==> src/rtl/bus_bridge_hs_if.sv <==
// bus_bridge_hs_if: CPU, data-memory and peripheral signals of the MEM-stage bus bridge
interface bus_bridge_hs_if #(parameter int N_PERI = 6);
  logic                req_from_cpu;
  logic                we_from_cpu;
  logic [31:0]         addr_from_cpu;
  logic [31:0]         wdata_from_cpu;
  logic [3:0]          be_from_cpu;
  logic [31:0]         rdata_to_cpu;
  logic                ready_to_cpu;
  logic                err_to_cpu;
  logic [31:0]         addr_to_dram;
  logic                we_to_dram;
  logic [31:0]         wdata_to_dram;
  logic [3:0]          be_to_dram;
  logic [31:0]         rdata_from_dram;
  logic [N_PERI-1:0]   sel_to_peri;
  logic [31:0]         addr_to_peri;
  logic                we_to_peri;
  logic [31:0]         wdata_to_peri;
  logic [3:0]          be_to_peri;
  logic [N_PERI-1:0]   ack_from_peri;
  logic [32*N_PERI-1:0] rdata_from_peri;
  modport slave (
    input  req_from_cpu, we_from_cpu, addr_from_cpu, wdata_from_cpu, be_from_cpu,
    input  rdata_from_dram, ack_from_peri, rdata_from_peri,
    output rdata_to_cpu, ready_to_cpu, err_to_cpu,
    output addr_to_dram, we_to_dram, wdata_to_dram, be_to_dram,
    output sel_to_peri, addr_to_peri, we_to_peri, wdata_to_peri, be_to_peri
  );
  modport master (
    output req_from_cpu, we_from_cpu, addr_from_cpu, wdata_from_cpu, be_from_cpu,
    output rdata_from_dram, ack_from_peri, rdata_from_peri,
    input  rdata_to_cpu, ready_to_cpu, err_to_cpu,
    input  addr_to_dram, we_to_dram, wdata_to_dram, be_to_dram,
    input  sel_to_peri, addr_to_peri, we_to_peri, wdata_to_peri, be_to_peri
  );
endinterface

==> src/rtl/bus_bridge_hs.sv <==
// bus_bridge_hs: registered bridge from MEM stage to fixed-latency data memory and N acked peripherals
module bus_bridge_hs #(
  parameter int          N_PERI    = 6,
  parameter logic [19:0] PERI_PAGE = 20'hFFFFF,
  parameter int          SLOT_LSB  = 5,
  parameter int          MEM_LAT   = 1,
  parameter int          TIMEOUT   = 16
) (
  input logic clk_from_cpu,
  input logic rst_from_cpu,
  bus_bridge_hs_if.slave bus
);
  localparam int SW = 12 - SLOT_LSB;
  localparam int CW = $clog2((MEM_LAT > TIMEOUT ? MEM_LAT : TIMEOUT) + 1);
  typedef enum logic [1:0] {IDLE, MEM, PERI, RESP} state_t;
  state_t state, state_d;
  logic [31:0] addr_q, wdata_q, rdata_q, peri_rd;
  logic [3:0]  be_q;
  logic        we_q, err_q, wstb_q;
  logic [CW-1:0] cnt;
  logic [SW-1:0] slot, in_slot;
  logic in_peri, in_map, ack_hit, mem_done, peri_done;
  assign slot      = addr_q[11:SLOT_LSB];
  assign in_slot   = bus.addr_from_cpu[11:SLOT_LSB];
  assign in_peri   = bus.addr_from_cpu[31:12] == PERI_PAGE;
  assign in_map    = int'(in_slot) < N_PERI;
  assign ack_hit   = |(bus.sel_to_peri & bus.ack_from_peri);
  assign mem_done  = state == MEM && cnt == CW'(MEM_LAT - 1);
  assign peri_done = state == PERI && (ack_hit || cnt == CW'(TIMEOUT - 1));
  always_comb begin
    peri_rd = '0;
    for (int k = 0; k < N_PERI; k++)
      if (int'(slot) == k) peri_rd = bus.rdata_from_peri[32*k +: 32];
  end
  always_ff @(posedge clk_from_cpu)
    if (rst_from_cpu) state <= IDLE;
    else state <= state_d;
  always_comb begin
    state_d = state;
    case (state)
      IDLE: if (bus.req_from_cpu) state_d = !in_peri ? MEM : in_map ? PERI : RESP;
      MEM:  if (mem_done) state_d = RESP;
      PERI: if (peri_done) state_d = RESP;
      RESP: state_d = IDLE;
    endcase
  end
  always_comb begin
    bus.ready_to_cpu = state == RESP;
    bus.sel_to_peri  = state == PERI ? N_PERI'(1) << slot : '0;
    bus.we_to_peri   = state == PERI && we_q;
  end
  // Unmapped slots answer straight from IDLE; the ack beats the timeout on the last allowed cycle.
  always_ff @(posedge clk_from_cpu)
    if (rst_from_cpu) begin
      addr_q <= '0;
      wdata_q <= '0;
      be_q <= '0;
      we_q <= 1'b0;
      rdata_q <= '0;
      err_q <= 1'b0;
      wstb_q <= 1'b0;
      cnt <= '0;
    end else begin
      wstb_q <= 1'b0;
      cnt <= cnt + 1'b1;
      if (state == IDLE && bus.req_from_cpu) begin
        addr_q <= bus.addr_from_cpu;
        wdata_q <= bus.wdata_from_cpu;
        be_q <= bus.be_from_cpu;
        we_q <= bus.we_from_cpu;
        wstb_q <= bus.we_from_cpu && !in_peri;
        cnt <= '0;
        if (in_peri && !in_map) begin
          rdata_q <= '1;
          err_q <= 1'b1;
        end
      end
      if (mem_done) begin
        rdata_q <= we_q ? '0 : bus.rdata_from_dram;
        err_q <= 1'b0;
      end
      if (peri_done) begin
        rdata_q <= !ack_hit ? '1 : we_q ? '0 : peri_rd;
        err_q <= !ack_hit;
      end
    end
  assign bus.rdata_to_cpu  = rdata_q;
  assign bus.err_to_cpu    = err_q;
  assign bus.addr_to_dram  = addr_q;
  assign bus.we_to_dram    = wstb_q;
  assign bus.wdata_to_dram = wdata_q;
  assign bus.be_to_dram    = be_q;
  assign bus.addr_to_peri  = addr_q;
  assign bus.wdata_to_peri = wdata_q;
  assign bus.be_to_peri    = be_q;
endmodule

==> src/flat_wrapper.sv <==
// flat-port wrapper written by rule: the top's interface ports become plain ports
module bus_bridge_hs_flat 
#(
  parameter int          N_PERI    = 6,
  parameter logic [19:0] PERI_PAGE = 20'hFFFFF,
  parameter int          SLOT_LSB  = 5,
  parameter int          MEM_LAT   = 1,
  parameter int          TIMEOUT   = 16
)
  (clk_from_cpu, rst_from_cpu, bus_req_from_cpu, bus_we_from_cpu, bus_addr_from_cpu, bus_wdata_from_cpu, bus_be_from_cpu, bus_rdata_from_dram, bus_ack_from_peri, bus_rdata_from_peri, bus_rdata_to_cpu, bus_ready_to_cpu, bus_err_to_cpu, bus_addr_to_dram, bus_we_to_dram, bus_wdata_to_dram, bus_be_to_dram, bus_sel_to_peri, bus_addr_to_peri, bus_we_to_peri, bus_wdata_to_peri, bus_be_to_peri);
  bus_bridge_hs_if #(.N_PERI(N_PERI)) bus_i ();
  input logic clk_from_cpu;
  input logic rst_from_cpu;
  input wire logic [$bits(bus_i.req_from_cpu)-1:0] bus_req_from_cpu;
  input wire logic [$bits(bus_i.we_from_cpu)-1:0] bus_we_from_cpu;
  input wire logic [$bits(bus_i.addr_from_cpu)-1:0] bus_addr_from_cpu;
  input wire logic [$bits(bus_i.wdata_from_cpu)-1:0] bus_wdata_from_cpu;
  input wire logic [$bits(bus_i.be_from_cpu)-1:0] bus_be_from_cpu;
  input wire logic [$bits(bus_i.rdata_from_dram)-1:0] bus_rdata_from_dram;
  input wire logic [$bits(bus_i.ack_from_peri)-1:0] bus_ack_from_peri;
  input wire logic [$bits(bus_i.rdata_from_peri)-1:0] bus_rdata_from_peri;
  output wire logic [$bits(bus_i.rdata_to_cpu)-1:0] bus_rdata_to_cpu;
  output wire logic [$bits(bus_i.ready_to_cpu)-1:0] bus_ready_to_cpu;
  output wire logic [$bits(bus_i.err_to_cpu)-1:0] bus_err_to_cpu;
  output wire logic [$bits(bus_i.addr_to_dram)-1:0] bus_addr_to_dram;
  output wire logic [$bits(bus_i.we_to_dram)-1:0] bus_we_to_dram;
  output wire logic [$bits(bus_i.wdata_to_dram)-1:0] bus_wdata_to_dram;
  output wire logic [$bits(bus_i.be_to_dram)-1:0] bus_be_to_dram;
  output wire logic [$bits(bus_i.sel_to_peri)-1:0] bus_sel_to_peri;
  output wire logic [$bits(bus_i.addr_to_peri)-1:0] bus_addr_to_peri;
  output wire logic [$bits(bus_i.we_to_peri)-1:0] bus_we_to_peri;
  output wire logic [$bits(bus_i.wdata_to_peri)-1:0] bus_wdata_to_peri;
  output wire logic [$bits(bus_i.be_to_peri)-1:0] bus_be_to_peri;
  assign bus_i.req_from_cpu = bus_req_from_cpu;
  assign bus_i.we_from_cpu = bus_we_from_cpu;
  assign bus_i.addr_from_cpu = bus_addr_from_cpu;
  assign bus_i.wdata_from_cpu = bus_wdata_from_cpu;
  assign bus_i.be_from_cpu = bus_be_from_cpu;
  assign bus_i.rdata_from_dram = bus_rdata_from_dram;
  assign bus_i.ack_from_peri = bus_ack_from_peri;
  assign bus_i.rdata_from_peri = bus_rdata_from_peri;
  assign bus_rdata_to_cpu = bus_i.rdata_to_cpu;
  assign bus_ready_to_cpu = bus_i.ready_to_cpu;
  assign bus_err_to_cpu = bus_i.err_to_cpu;
  assign bus_addr_to_dram = bus_i.addr_to_dram;
  assign bus_we_to_dram = bus_i.we_to_dram;
  assign bus_wdata_to_dram = bus_i.wdata_to_dram;
  assign bus_be_to_dram = bus_i.be_to_dram;
  assign bus_sel_to_peri = bus_i.sel_to_peri;
  assign bus_addr_to_peri = bus_i.addr_to_peri;
  assign bus_we_to_peri = bus_i.we_to_peri;
  assign bus_wdata_to_peri = bus_i.wdata_to_peri;
  assign bus_be_to_peri = bus_i.be_to_peri;
  bus_bridge_hs #(.N_PERI(N_PERI), .PERI_PAGE(PERI_PAGE), .SLOT_LSB(SLOT_LSB), .MEM_LAT(MEM_LAT), .TIMEOUT(TIMEOUT)) u_core (.clk_from_cpu(clk_from_cpu), .rst_from_cpu(rst_from_cpu), .bus(bus_i));
endmodule
==> config.mk <==
export PLATFORM = sky130hd
export DESIGN_NAME = bus_bridge_hs_flat
export DESIGN_NICKNAME = d
export VERILOG_FILES = /design/src/rtl/bus_bridge_hs_if.sv /design/src/rtl/bus_bridge_hs.sv /design/src/flat_wrapper.sv
export SDC_FILE = /design/constraint.sdc
export NUM_CORES = 1
export LEC_CHECK = 0
export BUFFER_PORTS_ARGS = -buffer_cell sky130_fd_sc_hd__buf_2
export CORE_AREA = 5 5 184 186
export DETAILED_ROUTE_END_ITERATION = 8
export DIE_AREA = 0 0 189 191
export SLEW_MARGIN = 0
export SYNTH_ARGS = -nofsm -noshare
export SYNTH_HDL_FRONTEND = slang
export SYNTH_SLANG_ARGS = --single-unit
export TNS_END_PERCENT = 10
==> constraint.sdc <==
create_clock -name clk_from_cpu -period 3.2 [get_ports clk_from_cpu]
set_clock_uncertainty 0.2 [all_clocks]
set_input_delay 0.32 -clock clk_from_cpu [delete_from_list [all_inputs] [get_ports clk_from_cpu]]
set_output_delay 0.32 -clock clk_from_cpu [all_outputs]
set_load 0.1 [all_outputs]
After elaboration in Yosys (flattened, before gate mapping). Index checks and enable logic that the tools add are counted. Widths: inputs -> output; s select.

Register bits: 110. Input port bits: 302. Output and inout bits: 178.

$add $sub $neg: 1. $lt $le $gt $ge: 1. Equal/unequal tests: 13. Shift operators: 1. Mux-type cells: 24. Bitwise operators: 2. Reductions and logical operators: 20.

Operators by type and width (number): $mux 32 (13); $eq 20x20->1 const B (1); $eq 7x3->1 const B (2); $eq 7x4->1 const B (2); $mux 2 (4); $pmux 2 s4 (1); $eq 7x2->1 const B (1); $logic_not 7->1 (1); $lt 7x3->1 const B (1); $shl 1x7->6 const A (1); $and 6x6->6 (1); $logic_and 1x1->1 (6); $mux 6 (1); $reduce_bool 3->1 (2); $reduce_or 6->1 (1); $add 5x1->5 const B (1); $eq 5x4->1 const B (1); $logic_not 5->1 (1); $mux 1 (5); $eq 2x2->1 const B (2); $ne 2x1->1 const B (2); $reduce_or 2->1 (2); $logic_not 1->1 (3); $reduce_and 3->1 (1); other kinds (6) (6).

Depth between registers and ports, before layout.
Word-level depth: 10. Mapped depth: 10. Gate-level depth less buffers: 8.

Worst setup path after synthesis. OpenSTA, ideal clock, no wires.

Kind: reg-to-output. From: reg u_core.addr_q[5] (netlist: u_core.bus.addr_to_dram[5]). To: out bus_sel_to_peri[1]. Arrival: 4745 ps. Required time: 2680 ps. Path slack: -2065 ps. Cell stages (with the launch flop): 6. Path buffers: 3. Cells stage by stage: dfxtp_1 > clkbuf_1 > clkbuf_1 > clkbuf_1 > nand2_1 > nor4_1.

Longest elaborated chain between the ends: 2.

RTL lines: from (decl) (line bus_bridge_hs.sv:17) `logic [31:0] addr_q, wdata_q, rdata_q, peri_rd;`; from (signal assigned) (line bus_bridge_hs.sv:67) `addr_q <= bus.addr_from_cpu;`; $shl 1x7->6 (line bus_bridge_hs.sv:49) `bus.sel_to_peri = state == PERI ? N_PERI'(1) << slot : '0;`; $mux 6 (line bus_bridge_hs.sv:49); to (decl) (line flat_wrapper.sv:29) `output wire logic [$bits(bus_i.sel_to_peri)-1:0] bus_sel_to_peri;`.

Every way passes these cells.

Worst setup path after layout.
From: in bus_addr_from_cpu[8]. To: reg u_core.rdata_q[22] (netlist: u_core.bus.rdata_to_cpu[22]).

Longest elaborated chain between the ends: 5.

RTL lines: from (decl) (line flat_wrapper.sv:16) `input wire logic [$bits(bus_i.addr_from_cpu)-1:0] bus_addr_from_cpu;`; $lt 7x3->1 (line bus_bridge_hs.sv:26) `assign in_map = int'(in_slot) < N_PERI;`; $logic_not 1->1 (line bus_bridge_hs.sv:73) `if (in_peri && !in_map) begin`; $logic_and 1x1->1 (line bus_bridge_hs.sv:73); $reduce_bool 3->1 (no source line); $reduce_and 2->1 (no source line); to (signal assigned) (line bus_bridge_hs.sv:79) `rdata_q <= we_q ? '0 : bus.rdata_from_dram;`; to (signal assigned) (line bus_bridge_hs.sv:83) `rdata_q <= !ack_hit ? '1 : we_q ? '0 : peri_rd;`; to (decl) (line bus_bridge_hs.sv:17).

Every way passes these cells. A chain may end at the register's enable or synchronous reset.

==> reports/qor.yml <==
status:
  outcome: "completed"
pwr:
  finalPower_mw: 8.91
  clock_power_share: 0.130
  irDropWorstVdd_uv: 606
  power_density_nw_per_um2: 843
  power.switching_mw: 5.49
  power.leakage_nw: 4.82
  power_frac_comb: 0.657
  intPower_mw: 3.42
  sequentialPowerShare: 0.213
  p_sw_frac: 0.616
yosys:
  synth_area_um2: 7250
  synthTopCellsByCount: "nand2_1 (171), dfxtp_1 (110), a21oi_1 (98)"
  syn_inst: 982
  synth_area_leaders: "dfxtp_1 (30%), nand2_1 (8.8%), buf_4 (7.1%)"
  synth_nets: 1292
  synth-edff-count: 0
  ys_seq_elements: 110
  async_flop_share: 0
  synth_flop_cell: "dfxtp_1"
  synth_top_area_share: 0.304
  synth_top_area_cell: "dfxtp_1"
  syn_avg_cell_area_um2: 7.39
  ys_warn_count: 0
  yosysSeqAreaShare: 0.304
  synth_cell_types: 48
  yosysMostFrequentCell: "nand2_1"
global_route:
  grt_max_degree: 82
  gr-usage-met3: 0.0407
  grtUsageMet1: 0.220
  grtUsageTotal: 0.183
  grt_use_met2: 0.328
  antenna_found_initial: 5
  grt_pass1_wl_mm: 51.8
  busiest_layer: "met2"
  gr-total-overflow: 0
  grt_pass1_vias: 8779
clocking:
  ctsResizeCount: 0
  root_buffer: "clkbuf_16"
  cts_tree: "done"
  cts_sinks: 110
  path_clk_slew_ns: 0.08
  clock_latency_ns: 0.36
  htree_levels: 3
  cts_setup_buffers: 0
  cts_buffers: 9
  clock_path_buffers: 2
setup_path:
  cp_max_fo: 44
  setup.worst_path.end_class: "flop"
  cp_data_required_time_ns: 3.24
  crit_type: "in2reg"
  cp.arrival_ns: 3.11
  start_kind: "primary input"
  r2r_cells: 6
place:
  dp_hpwl_mm: 27.1
  pre_cts_slack_ns: 0.265
  place_inst: 1742
  port_buffers: 479
  gp_congestion: 0.874
worst_hold_path:
  holdPathStages: 3
  worstHoldPathType: "in2reg"
cells_and_area:
  fin_nets: 1711
  utilization: 0.329
  drive_gt1_frac: 0.415
  fillerInstances: 3467
  synthToLayoutAreaGrowth_pct: 45.7
  instances_no_fill: 1817
detailed_routing:
  wl_per_cell_um: 19.6
  drc_errors: 0
  wirelength_mm: 35.6
  vias: 8899
  first_iter_violations: 481
  viasPerCell: 4.90
  ant_nets: 0
  drtPass1Iterations: 7
die:
  rows: 66
  die_width_um: 189
  die_area_um2: 36100
  fp.coreArea_um2: 32100
  ios: 480
  dieHeight_um: 191
  start_util: 0.226
timing:
  holdWs_ns: 0.0166
  finalSetupViolCount: 0
  finalCritPeriodShare: 0.959
  layout_min_cycle_time_ns: 3.07
  worst-slew-pin-transition_ns: 1.08
  rsz0062_at_grt: "no"
  fin_ws_ns: 0.131
  slew_headroom: 0.278
  finalHoldViolCount: 0
  maxSlewViolCount: 0
  max_freq_mhz: 326
flow_run:
  max_cap_viol_count: 0
[final timing paths]
check / startpoint / end / slack (ns)
max: bus_addr_from_cpu[8] / u_core.bus.rdata_to_cpu[22] / 0.13
min: bus_addr_from_cpu[31] / u_core.bus.addr_to_dram[31] / 0.02
max reg2reg: u_core.bus.addr_to_dram[8] / u_core.bus.rdata_to_cpu[26] / 0.48
min reg2reg: u_core.bus.addr_to_dram[3] / u_core.bus.addr_to_dram[3] / 0.27
[critical path, stage by stage]
cell	delay, ns
dlygate4sd3_1	0.53
buf_2	0.13
nor4_1	0.48
buf_4	0.21
a211oi_1	0.08
buf_4	0.16
a21oi_4	0.50
buf_12	0.29
nor3b_1	0.08
a21oi_1	0.20
o211ai_1	0.10
[stage by stage]
stage	TNS, ns	instance area [µm²]
global placement	0	9710
floorplan	-0.967	7290
global route	0	10600
finish	0	10600
CTS	0	10600
detailed placement	0	9710
[state kept, by name (all words and copies together) (netlist names)]
name / flops
u_core.bus.addr_to_dram: 32
u_core.bus.rdata_to_cpu: 32
u_core.bus.wdata_to_dram: 32
u_core.cnt: 5
u_core.bus.be_to_dram: 4
u_core.state: 2
u_core.bus.err_to_cpu: 1
u_core.bus.we_to_dram: 1
u_core.we_q: 1
[per-layer routing]
metal / wire length [µm] / up-vias
met5: 25 / -
met4: 876 / 4
met3: 2830 / 58
met2: 17900 / 430
met1: 14000 / 4160
li1: - / 4247
[cell families (layout without fill, tap and decap cells)]
logic type | count (synthesis) | in the layout | synth area share
AOI/OAI and AO/OA | 267 | 267 | 0.235
xor gates and xnor gates | 2 | 2 | 0.00242
adders and majority gates | 8 | 8 | 0.0138
buffers and inverters | 164 | 588 | 0.122
DFF | 110 | 110 | 0.304
muxes | 35 | 35 | 0.0555
other | 0 | 3 | 0
and+or+nand+nor | 396 | 396 | 0.267
[what timing repair did]
item                                   in CTS  in global routing
setup endpoints to repair                   0                  0
hold buffers                               56                  0
endpoints found under the hold margin      56                  0
[cell type report]
| class | instances | area [µm²] | area share |
|---|---|---|---|
| multi-input combinational | 708 | 4250 | 0.402 |
| clock inverter | 6 | 62.6 | 0.00592 |
| timing repair buffer | 564 | 3270 | 0.310 |
| tap | 408 | 510 | 0.0483 |
| sequential | 110 | 2210 | 0.209 |
| clock buffer | 10 | 229 | 0.0217 |
| inverter | 8 | 30.0 | 0.00284 |
| antenna | 3 | 7.51 | 0.000710 |
[layout by cell type, fill, tap and decap left out, types with 21 or more instances in the layout]
cell,Yosys,final
buf_2,8,475
dfxtp_1,110,107
o211ai_1,31,31
buf_4,69,26
a21oi_1,98,97
nand2_1,171,170
mux2_2,32,32
a221o_1,23,23
nor3b_1,24,24
nor2_1,39,35
a211oi_1,34,34
nand3_1,86,86
o21ai_1,21,21
dlygate4sd3_1,0,56
and2_1,34,33
o21ai_0,34,34
[power groups by stage]
stage | logic (mW) | registers (mW) | clock network [mW]
after floorplan | 2.99 | 3.60 | 0
after global placement | 5.78 | 1.91 | 0
after detailed placement | 5.80 | 1.92 | 0
after CTS | 5.87 | 1.89 | 1.22
after global routing | 6.13 | 1.93 | 1.25
final | 5.85 | 1.89 | 1.16
Power figures use the tool's default switching activity.
